File: config.mk
export PLATFORM = sky130hd
export DESIGN_NAME = muldiv_controller
export DESIGN_NICKNAME = d
export VERILOG_FILES = /design/src/rtl/muldiv_pkg.sv /design/src/rtl/muldiv_iter.sv /design/src/rtl/muldiv_controller.sv
export SDC_FILE = /design/constraint.sdc
export NUM_CORES = 1
export LEC_CHECK = 0
export ABC_CLOCK_PERIOD_IN_PS = 11800
export CORE_ASPECT_RATIO = 0.7
export CORE_MARGIN = 2
export CORE_UTILIZATION = 44
export DETAILED_ROUTE_END_ITERATION = 6
export PLACE_DENSITY = 0.62
export SLEW_MARGIN = 40
export SYNTH_ARGS = -nofsm -noshare
export SYNTH_HDL_FRONTEND = slang
export SYNTH_SLANG_ARGS = --single-unit
File: constraint.sdc
create_clock -name clock -period 11.8 [get_ports clock]
set_input_delay 1.77 -clock clock [delete_from_list [all_inputs] [get_ports clock]]
set_output_delay 1.77 -clock clock [all_outputs]
set_load 0.005 [all_outputs]
File: src/rtl/muldiv_pkg.sv
// Shared constants, FSM state encoding and operand helper for the iterative
// signed multiply/divide unit.
package muldiv_pkg;

  localparam int XLEN       = 32;
  localparam int ITERATIONS = 32;

  localparam logic OP_MULT = 1'b0;
  localparam logic OP_DIV  = 1'b1;

  typedef enum logic [2:0] {
    IDLE,
    MULT_ITER,
    DIV_ITER,
    FIXUP,
    DONE,
    DZERO
  } state_e;

  // Two's-complement magnitude; 0x80000000 maps to itself, read as unsigned 2^31.
  function automatic logic [XLEN-1:0] magnitude(input logic [XLEN-1:0] v);
    return v[XLEN-1] ? (~v + XLEN'(1)) : v;
  endfunction

endpackage

File: src/rtl/muldiv_iter.sv
// Shift/accumulate datapath: radix-2 Booth multiply and restoring divide,
// both built around a single 33-bit adder/subtractor.
module muldiv_iter
  import muldiv_pkg::*;
(
  input  logic            clock,
  input  logic            reset,
  input  logic            load_i,
  input  logic            step_i,
  input  logic            is_div_i,
  input  logic [XLEN-1:0] m_i,
  input  logic [XLEN-1:0] x_i,
  output logic [XLEN-1:0] hi_o,
  output logic [XLEN-1:0] lo_o
);

  logic [XLEN:0]   hi_q, hi_d;
  logic [XLEN-1:0] lo_q, lo_d, m_q;
  logic            q1_q, q1_d;
  logic [XLEN:0]   add_x, add_y, sum, acc;
  logic            sub;

  // NOTE: every signal assigned in always_comb gets a default first, so no
  // path leaves it unassigned and no latch is inferred.
  always_comb begin
    add_x = hi_q;
    add_y = {m_q[XLEN-1], m_q};
    sub   = lo_q[0] & ~q1_q;
    acc   = hi_q;
    hi_d  = hi_q;
    lo_d  = lo_q;
    q1_d  = q1_q;
    if (is_div_i) begin
      add_x = {hi_q[XLEN-1:0], lo_q[XLEN-1]};
      add_y = {1'b0, m_q};
      sub   = 1'b1;
    end
    sum = add_x + (sub ? ~add_y : add_y) + {{XLEN{1'b0}}, sub};
    if (is_div_i) begin
      // A negative trial difference means restore: keep the shifted remainder.
      if (sum[XLEN]) begin
        hi_d = add_x;
        lo_d = {lo_q[XLEN-2:0], 1'b0};
      end else begin
        hi_d = sum;
        lo_d = {lo_q[XLEN-2:0], 1'b1};
      end
    end else begin
      if (lo_q[0] ^ q1_q) acc = sum;
      hi_d = {acc[XLEN], acc[XLEN:1]};
      lo_d = {acc[0], lo_q[XLEN-1:1]};
      q1_d = lo_q[0];
    end
  end

  // NOTE: sequential state uses non-blocking assignments so every register
  // samples pre-edge values regardless of statement order.
  always_ff @(posedge clock or posedge reset) begin
    if (reset) begin
      hi_q <= '0;
      lo_q <= '0;
      m_q  <= '0;
      q1_q <= 1'b0;
    end else if (load_i) begin
      hi_q <= '0;
      lo_q <= x_i;
      m_q  <= m_i;
      q1_q <= 1'b0;
    end else if (step_i) begin
      hi_q <= hi_d;
      lo_q <= lo_d;
      q1_q <= q1_d;
    end
  end

  assign hi_o = hi_q[XLEN-1:0];
  assign lo_o = lo_q;

endmodule

File: src/rtl/muldiv_controller.sv
// Iterative signed MULT/DIV unit: FSM, iteration counter, sign fix-up and
// registered HI/LO write-back.
module muldiv_controller
  import muldiv_pkg::*;
#(
  parameter int WIDTH = 32
) (
  input  logic             clock,
  input  logic             reset,
  input  logic             start,
  input  logic             op,
  input  logic [WIDTH-1:0] op_a,
  input  logic [WIDTH-1:0] op_b,
  output logic             busy,
  output logic             done,
  output logic             div_zero,
  output logic [WIDTH-1:0] hi_data,
  output logic [WIDTH-1:0] lo_data,
  output logic             hi_we,
  output logic             lo_we
);

  state_e          state_q, state_d;
  logic [4:0]      cnt_q, cnt_d;
  logic            op_q, sign_a_q, sign_b_q;
  logic            load, step;
  logic [XLEN-1:0] iter_hi, iter_lo, fix_hi, fix_lo;
  logic [XLEN-1:0] res_hi_q, res_lo_q, hi_data_q, lo_data_q;
  logic            done_q, dz_q, we_q;

  always_comb begin
    state_d = state_q;
    cnt_d   = cnt_q;
    load    = 1'b0;
    step    = 1'b0;
    unique case (state_q)
      IDLE: begin
        if (start) begin
          load  = 1'b1;
          cnt_d = '0;
          if (op == OP_DIV && op_b == '0) state_d = DZERO;
          else if (op == OP_DIV)          state_d = DIV_ITER;
          else                            state_d = MULT_ITER;
        end
      end
      MULT_ITER, DIV_ITER: begin
        step  = 1'b1;
        cnt_d = cnt_q + 5'd1;
        if (cnt_q == 5'(ITERATIONS - 1)) state_d = FIXUP;
      end
      FIXUP:       state_d = DONE;
      DONE, DZERO: state_d = IDLE;
      default:     state_d = IDLE;
    endcase
  end

  // Multiply results are already signed; divide works on magnitudes.
  always_comb begin
    fix_hi = iter_hi;
    fix_lo = iter_lo;
    if (op_q == OP_DIV) begin
      if (sign_a_q ^ sign_b_q) fix_lo = -iter_lo;
      if (sign_a_q)            fix_hi = -iter_hi;
    end
  end

  always_ff @(posedge clock or posedge reset) begin
    if (reset) begin
      state_q   <= IDLE;
      cnt_q     <= '0;
      op_q      <= OP_MULT;
      sign_a_q  <= 1'b0;
      sign_b_q  <= 1'b0;
      res_hi_q  <= '0;
      res_lo_q  <= '0;
      hi_data_q <= '0;
      lo_data_q <= '0;
      done_q    <= 1'b0;
      dz_q      <= 1'b0;
      we_q      <= 1'b0;
    end else begin
      state_q <= state_d;
      cnt_q   <= cnt_d;
      if (load) begin
        op_q     <= op;
        sign_a_q <= op_a[WIDTH-1];
        sign_b_q <= op_b[WIDTH-1];
      end
      if (state_q == FIXUP) begin
        res_hi_q <= fix_hi;
        res_lo_q <= fix_lo;
      end
      // Status pulses are registered from the state, one cycle behind it.
      done_q <= (state_q == DONE);
      we_q   <= (state_q == DONE);
      dz_q   <= (state_q == DZERO);
      if (state_q == DONE) begin
        hi_data_q <= res_hi_q;
        lo_data_q <= res_lo_q;
      end
    end
  end

  muldiv_iter u_iter (
    .clock   (clock),
    .reset   (reset),
    .load_i  (load),
    .step_i  (step),
    .is_div_i(op_q),
    .m_i     ((op == OP_DIV) ? magnitude(op_b) : op_b),
    .x_i     ((op == OP_DIV) ? magnitude(op_a) : op_a),
    .hi_o    (iter_hi),
    .lo_o    (iter_lo)
  );

  assign busy     = (state_q != IDLE);
  assign done     = done_q;
  assign div_zero = dz_q;
  assign hi_we    = we_q;
  assign lo_we    = we_q;
  assign hi_data  = hi_data_q;
  assign lo_data  = lo_data_q;

endmodule

==> results.yml, run 1 <==
cells_and_area:
  final_nets: 1900
  final_cells: 2286
  fillers: 3201
  layout-drive-gt1-share: 0.105
  syn_to_final_growth_pct: 16.2
logic_synthesis:
  synthArstFlopShare: 1.00
  synth_compound_area_frac: 0.183
  postSynthAreaPerCell_um2: 8.97
  synthSimpleGateAreaFrac: 0.151
  synth-edff-count: 0
  synth_ff_type: "dfrtp_1"
  ys_warn_count: 0
  synth.most_common_cell: "dfrtp_1"
  synth_top_family_by_area: "compound AO/OA/AOI/OAI gates"
  yosysSeqAreaShare: 0.382
  post-synth-top-area-fraction: 0.382
  synth_area_mm2: 0.0157
  synth_xor_area_frac: 0.103
  yosys.area.top_type: "dfrtp_1"
  synthAdderAreaFrac: 0.0316
  ys_types: 78
  synth.area.top_cells: "dfrtp_1, mux2_2, xnor2_1, o21ai_0, nand2_1"
  synthMuxAreaShare: 0.107
  synth_seq_cells: 239
  netlist_instances: 1748
  synth_fp_nets: 1855
  synthTopCellsByCount: "dfrtp_1, nand2_1, o21ai_0, xnor2_1, clkbuf_1"
detailed_routing:
  drc: 0
  wirelength_um: 42900
  drt-initial-drc-count: 1211
  routedWlPerCell_um: 18.8
  ant_nets: 0
  routed_via_density: 5.68
  drtPass1Iterations: 6
  dr_total_vias: 13000
setup_path:
  regToRegEndpoint: "u_iter.hi_q[27]$_DFFE_PP0P_"
  cp.required_ns: 12.24
  r2r_slack_ns: 6.69
  setup.worst_path.start: "op_q$_DFFE_PP0P_"
  cp_max_fo: 50
  end_kind: "register"
  critPathArrivalTime_ns: 5.56
  crit_type: "reg -> reg"
  cp-start-kind: "register"
  reg2reg_depth: 13
  timing.rr.start: "op_q$_DFFE_PP0P_"
  critical_path.endpoint: "u_iter.hi_q[27]$_DFFE_PP0P_"
floorplan:
  io_pins: 137
  core_area_mm2: 0.0349
  die-area_mm2: 0.0372
  rows: 57
  die_y_um: 162
  die_w_um: 230
  initial_core_util: 0.449
cts:
  numCtsBuffers: 26
  hold_buffers: 0
  clock_sinks: 239
  clk_latency_ns: 0.55
  cts_root_buffer: "clkbuf_16"
  cts_setup_buffers: 0
  cts_max_level: 1
  cts_tree: "built"
  clk_path_buf_depth: 3
  path_clk_slew_ns: 0.07
  cts_resized: 0
sta:
  max_slew.worst_pin.slew_ns: 0.814
  period_share: 0.433
  setup_viol: 0
  finalClockSkew_ns: 0.0119
  report.final.slew_viol_count: 0
  slew_headroom: 0.456
  period_needed_ns: 5.11
  timing.fmax_mhz: 196
  grt_setup_unrepaired: "false"
  fin_setup_tns_ns: 0
  hold_viol_final: 0
global_routing:
  groute.usage.overall: 0.228
  overflow: 0
  grt_max_degree: 107
  met1_usage: 0.385
  top_usage_layer: "met1"
  use_met2: 0.286
  grt_pass1_vias: 11800
  use_met3: 0.0525
  antenna_found_initial: 1
  grt_pass1_wl_um: 67900
outcome:
  status: "finished clean"
placement:
  portBuffers: 136
  dp_cells: 2237
  hpwl_um: 31900
  gp_congestion: 0.885
hold_path:
  hold_class: "reg -> reg"
flow_run:
  max-cap-violations: 0
-- layout by cell type, fill, tap and decap left out, drive strengths merged, types with 5 or more instances in the layout --
master / netlist / layout
nand2: 236 / 236
dfrtp: 239 / 239
a21oi: 98 / 98
clkbuf: 108 / 34
nor4: 13 / 13
buf: 25 / 14
nor3: 39 / 39
nor2: 92 / 92
o221ai: 13 / 13
nand4: 9 / 9
nor2b: 8 / 8
nor3b: 6 / 6
mux2i: 65 / 65
inv: 40 / 42
and4: 5 / 5
and2: 18 / 18
ha: 38 / 38
clkdlybuf4s50: 0 / 136
or3: 8 / 8
nand3: 20 / 20
and3: 12 / 12
a221o: 7 / 7
a31oi: 21 / 21
mux2: 91 / 91
xnor2: 117 / 117
a22oi: 5 / 5
a21o: 15 / 15
or4: 17 / 17
clkinv: 0 / 7
o31ai: 15 / 15
o41ai: 8 / 8
nand2b: 5 / 5
o211ai: 47 / 47
a211oi: 14 / 14
o21ai: 189 / 189
xor2: 65 / 65
-- cells by family after synthesis --
family,count (synthesis)
AOI/OAI and AO/OA,465
xor gates and xnor gates,182
adders and majority gates,39
buffers and inverters,173
DFF,239
muxes,156
and+or+nand+nor,494
-- metrics by stage --
step                hold WS (ns)  cell area (um2)   util  setup WS [ns]
floorplan                  0.444            15700      -           3.47
global placement           0.456            17200  0.494           6.64
detailed placement         0.465            17300  0.495           6.87
CTS                        0.479            18200  0.522           6.83
global route               0.486            18200  0.522           6.40
finish                     0.473            18200  0.522           6.69
-- layer usage --
layer,wire (um),share of wire
met3,3320,0.077
met5,13,0.00030
met4,675,0.016
met1,22900,0.53
met2,15900,0.37
-- registers in the layout, indices dropped and copies added, names as in the netlist --
register	cells
cnt_q	5
res_lo_q	32
hi_we	1
hi_data	32
u_iter.q1_q	1
u_iter.hi_q	33
u_iter.lo_o	32
res_hi_q	32
sign_a_q	1
op_q	1
lo_data	32
u_iter.m_q	32
div_zero	1
sign_b_q	1
state_q	3
-- cell type report --
type                    count  area, um2  area share
inverters                  40        158     0.00865
multi-input cells        1336       9050       0.497
clock inverters            14        171     0.00941
clock buffers              34        761      0.0418
diodes                      1       2.50    0.000137
well taps                 472        591      0.0324
repair buffers            150       1500      0.0821
flip-flops and latches    239       5980       0.329
-- worst max-delay path, cell delays in order, from the launching register on --
cell and delay (ns):
dfrtp_4 0.72, buf_4 0.66, nor2_4 0.06, buf_4 0.31, xnor2_1 0.21, ha_1 0.51, nand4_1 0.14, a2111oi_0 0.57
o21ai_0 0.43, nand4_1 0.37, a31oi_1 0.15, xnor2_1 0.46, mux2i_1 0.16, o221ai_1 0.20
-- worst min path at each step --
stage	from	to	slack [ns]	cells past startpoint
6_report	res_lo_q[8]$_DFFE_PP0N_	res_lo_q[8]$_DFFE_PP0N_	0.47	2
5_1_grt	res_lo_q[8]$_DFFE_PP0N_	res_lo_q[8]$_DFFE_PP0N_	0.49	2
4_1_cts	res_hi_q[15]$_DFFE_PP0N_	res_hi_q[15]$_DFFE_PP0N_	0.48	2
3_5_place_dp	res_hi_q[15]$_DFFE_PP0N_	res_hi_q[15]$_DFFE_PP0N_	0.46	2
3_3_place_gp	res_hi_q[4]$_DFFE_PP0N_	res_hi_q[4]$_DFFE_PP0N_	0.46	2
2_1_floorplan	res_hi_q[0]$_DFFE_PP0N_	res_hi_q[0]$_DFFE_PP0N_	0.44	2
Power of run 1 is not shown: default switching activity piles up to over one toggle a cycle in this logic, so the estimate is an artifact.
==> run 2: changes to the inputs <==
--- a/config.mk
+++ b/config.mk
@@ -5,7 +5,7 @@
 export SDC_FILE = /design/constraint.sdc
 export NUM_CORES = 1
 export LEC_CHECK = 0
-export ABC_CLOCK_PERIOD_IN_PS = 11800
+export ABC_CLOCK_PERIOD_IN_PS = 5250
 export CORE_ASPECT_RATIO = 0.7
 export CORE_MARGIN = 2
 export CORE_UTILIZATION = 44
==> constraint.sdc (replaced) <==
create_clock -name clock -period 5.25 [get_ports clock]
set_input_delay 0.7875 -clock clock [delete_from_list [all_inputs] [get_ports clock]]
set_output_delay 0.7875 -clock clock [all_outputs]
set_load 0.005 [all_outputs]
==> results.yml, run 2 (synthesized netlist as in run 1, its figures left out) <==
cells_and_area:
  largest_reg_flops: 33
  fillers: 3200
  diodes: 0
  layout_common_cells: "dfrtp_1, nand2_1, o21ai_0"
  layout-drive-gt1-share: 0.106
  regMostFlops: "u_iter.hi_q"
  final_nets: 1908
  final_cells: 2293
  syn_to_final_growth_pct: 16.7
  layout_commonest_cell: "dfrtp_1"
setup_path:
  cp-start-kind: "register"
  end_kind: "register"
  r2r_slack_ns: 0.74
  cp.required_ns: 5.64
  cp_max_fo: 21
  critPathArrivalTime_ns: 4.90
  crit_type: "reg -> reg"
outcome:
  status: "finished clean"
sta:
  period_needed_ns: 4.51
  fin_setup_tns_ns: 0
  hold_viol_final: 0
  period_share: 0.859
  timing.fmax_mhz: 222
  grt_setup_unrepaired: "false"
  slew_headroom: 0.438
  finalClockSkew_ns: 0.0124
  max_slew.worst_pin.slew_ns: 0.830
  setup_viol: 0
  report.final.slew_viol_count: 0
cts:
  cts_root_buffer: "clkbuf_16"
  cts_max_level: 1
  hold_buffers: 0
  clock_sinks: 239
  cts_resized: 0
  path_clk_slew_ns: 0.06
  numCtsBuffers: 26
  clk_latency_ns: 0.55
  clk_path_buf_depth: 3
  cts_setup_buffers: 0
  cts_tree: "built"
detailed_routing:
  routed_via_density: 5.62
  drtPass1Iterations: 5
  drc: 0
  dr_total_vias: 12900
  routedWlPerCell_um: 19.0
  ant_nets: 0
  wirelength_um: 43600
  drt-initial-drc-count: 1160
floorplan:
  die_y_um: 162
  core_area_mm2: 0.0349
  initial_core_util: 0.449
  io_pins: 137
  die-area_mm2: 0.0372
  rows: 57
  die_w_um: 230
placement:
  gp_congestion: 0.913
  dp_cells: 2243
  portBuffers: 136
  hpwl_um: 32300
flow_run:
  max-cap-violations: 0
global_routing:
  antenna_found_initial: 0
  grt_max_degree: 134
  grt_pass1_wl_um: 69100
  grt_pass1_vias: 11900
  overflow: 0
  groute.usage.overall: 0.233
hold_path:
  hold_class: "reg -> reg"
run 2: area by class of cell:
class	count	area (um2)	share of cell area
inverters	40	154	0.00841
flip-flops and latches	239	5980	0.327
clock buffers	35	734	0.0401
multi-input cells	1336	9050	0.494
clock inverters	13	210	0.0115
repair buffers	158	1580	0.0861
well taps	472	591	0.0323
run 2: per-stage QoR:
| stage | utilization | hold WS, ns | worst slack, ns | area (um2) |
|---|---|---|---|---|
| floorplan | - | 0.444 | 1.33 | 15700 |
| global placement | 0.496 | 0.457 | 0.861 | 17300 |
| detailed placement | 0.496 | 0.464 | 0.803 | 17300 |
| CTS | 0.523 | 0.478 | 0.810 | 18200 |
| global route | 0.525 | 0.505 | 0.417 | 18300 |
| finish | 0.525 | 0.473 | 0.739 | 18300 |
run 2: path summary, 6_finish.rpt:
path	to	depth (start not counted)	start
min	res_hi_q[30]$_DFFE_PP0N_	2	res_hi_q[30]$_DFFE_PP0N_
min reg2reg	res_hi_q[30]$_DFFE_PP0N_	2	res_hi_q[30]$_DFFE_PP0N_
max	u_iter.hi_q[17]$_DFFE_PP0P_	14	u_iter.lo_o[0]$_DFFE_PP0P_
max reg2reg	u_iter.hi_q[17]$_DFFE_PP0P_	14	u_iter.lo_o[0]$_DFFE_PP0P_
max in group asynchronous	u_iter.m_q[23]$_DFFE_PP0P_	4	reset
min in group asynchronous	hi_data[3]$_DFFE_PP0P_	3	reset
run 2: per-layer routing:
layer  vias to the layer above  GRT usage  routed length [um]
li1                       6321          -                   -
met1                      6133      0.399               23600
met2                       411      0.297               16400
met3                        33     0.0434                3270
met4                         0     0.0266                 454
met5                         -          0                   0
run 2: critical path: stages, from the launching register on:
cell and delay, ns:
dfrtp_1 0.44, ha_1 0.30, nor2_4 0.37, buf_4 0.25
xnor2_1 0.09, ha_1 0.39, a211oi_1 0.30, o211ai_1 0.14
a21oi_1 0.37, a2bb2oi_2 0.24, nand2_2 0.14, xnor2_4 0.67
buf_4 0.28, mux2i_1 0.21, o221ai_1 0.14
Power of run 2 is left out for the same reason.
==> run 3: changes to the inputs <==
--- a/config.mk
+++ b/config.mk
@@ -6,10 +6,10 @@
 export NUM_CORES = 1
 export LEC_CHECK = 0
 export ABC_CLOCK_PERIOD_IN_PS = 5250
-export CORE_ASPECT_RATIO = 0.7
 export CORE_MARGIN = 2
 export CORE_UTILIZATION = 44
 export DETAILED_ROUTE_END_ITERATION = 6
+export GPL_TIMING_DRIVEN = 0
 export PLACE_DENSITY = 0.62
 export SLEW_MARGIN = 40
 export SYNTH_ARGS = -nofsm -noshare
==> results.yml, run 3 (synthesized netlist as in run 1, its figures left out) <==
global_routing:
  grt_pass1_vias: 13000
  groute.usage.overall: 0.245
  grt_pass1_wl_um: 71800
  grt_max_degree: 28
  antenna_found_initial: 0
  overflow: 0
detailed_routing:
  drtPass1Iterations: 6
  met2_length_um: 20500
  wirelength_um: 45300
  dr_total_vias: 13500
  drt-initial-drc-count: 842
  routed_via_density: 5.62
  routedWlPerCell_um: 18.8
  ant_nets: 0
  drc: 0
  met3_length_um: 2370
  wl_met1_um: 21500
  highest_layer: "met4"
sta:
  slew_headroom: 0.469
  report.final.slew_viol_count: 0
  finalClockSkew_ns: 0.0207
  fin_ws_ns: 0.224
  max_slew.worst_pin.slew_ns: 0.794
  period_needed_ns: 5.03
  setup_viol: 0
  period_share: 0.957
  fin_setup_tns_ns: 0
  hold_viol_final: 0
  timing.fmax_mhz: 199
  grt_setup_unrepaired: "false"
setup_path:
  setup.worst_path.start: "u_iter.lo_o[0]$_DFFE_PP0P_"
  end_kind: "register"
  critPathArrivalTime_ns: 5.46
  crit_type: "reg -> reg"
  cp_max_fo: 10
  cp.required_ns: 5.68
  timing.rr.start: "u_iter.lo_o[0]$_DFFE_PP0P_"
  cp-start-kind: "register"
cells_and_area:
  layout-drive-gt1-share: 0.0978
  layout_commonest_cell: "dfrtp_1"
  syn_to_final_growth_pct: 20.0
  diodes: 0
  fin_util: 0.533
  fin_area_mm2: 0.0188
  regMostFlops: "u_iter.hi_q"
  layout_common_cells: "dfrtp_1, nand2_1, o21ai_0"
  final_nets: 2030
  largest_reg_flops: 33
  fillers: 3300
outcome:
  status: "finished clean"
floorplan:
  core_area_mm2: 0.0353
  initial_core_util: 0.444
  die_y_um: 193
  io_pins: 137
  die_w_um: 193
  rows: 69
  die-area_mm2: 0.0371
hold_path:
  hold_class: "reg -> reg"
  min_from: "res_lo_q[3]$_DFFE_PP0N_"
flow_run:
  max-cap-violations: 0
cts:
  clk_path_buf_depth: 3
  path_clk_slew_ns: 0.06
  hold_buffers: 0
  numCtsBuffers: 27
  cts_setup_buffers: 0
  cts_tree: "built"
  cts_max_level: 1
  cts_root_buffer: "clkbuf_16"
  clk_latency_ns: 0.55
  clock_sinks: 239
placement:
  hpwl_um: 36100
  gp_congestion: 0.925
  portBuffers: 135
  post-place-ws_ns: 0.00633
  placed_area_mm2: 0.0179
[run 3: area by class of cell]
class / count / area (um2) / area share
Buffer: 133 / 533 / 0.0283
Clock buffer: 36 / 749 / 0.0399
Clock inverter: 13 / 176 / 0.00938
Inverter: 40 / 154 / 0.00818
Multi-Input combinational cell: 1336 / 9020 / 0.480
Sequential cell: 239 / 5980 / 0.318
Tap cell: 461 / 577 / 0.0307
Timing Repair Buffer: 146 / 1620 / 0.0860
[run 3: worst max-delay path: stages, from the launching register on]
cell	delay, ns
dfrtp_1	0.48
ha_1	0.34
nor2_1	0.43
buf_2	0.41
xnor2_1	0.20
fa_1	0.51
a211oi_1	0.35
o211ai_1	0.23
and4_1	0.35
o21ai_2	0.22
nand2_2	0.16
xnor2_4	0.43
buf_4	0.31
nand2_1	0.14
o211ai_1	0.31
[run 3: per-layer routing]
metal | track usage | vias to the layer above
met5 | 0 | -
met4 | 0.0573 | 0
met3 | 0.0275 | 65
met2 | 0.395 | 377
met1 | 0.353 | 6496
li1 | - | 6575
[run 3: path summary, 6_finish.rpt]
| path | depth (start not counted) | slack, ns | endpoint |
|---|---|---|---|
| max in group asynchronous | 7 | 3.65 | res_lo_q[19]$_DFFE_PP0N_ |
| min | 2 | 0.47 | res_lo_q[3]$_DFFE_PP0N_ |
| max reg2reg | 14 | 0.22 | u_iter.hi_q[26]$_DFFE_PP0P_ |
| max | 14 | 0.22 | u_iter.hi_q[26]$_DFFE_PP0P_ |
| min in group asynchronous | 2 | 0.52 | hi_data[5]$_DFFE_PP0P_ |
| min reg2reg | 2 | 0.47 | res_lo_q[3]$_DFFE_PP0N_ |
[run 3: per-stage QoR]
stage | hold WS, ns | cells
after detailed placement | 0.468 | 2355
after global placement | 0.462 | 2344
after CTS | 0.480 | 2404
final | 0.474 | 2404
after global routing | 0.505 | 2404
after floorplan | 0.444 | 1748
[run 3: timing repair]
action                                  4_1_cts  5_1_grt
endpoints found under the setup margin        1       31
gates resized for setup                       1        3
endpoints found under the hold margin         0        0
pin swaps                                     0        0
Power of run 3 is left out for the same reason.
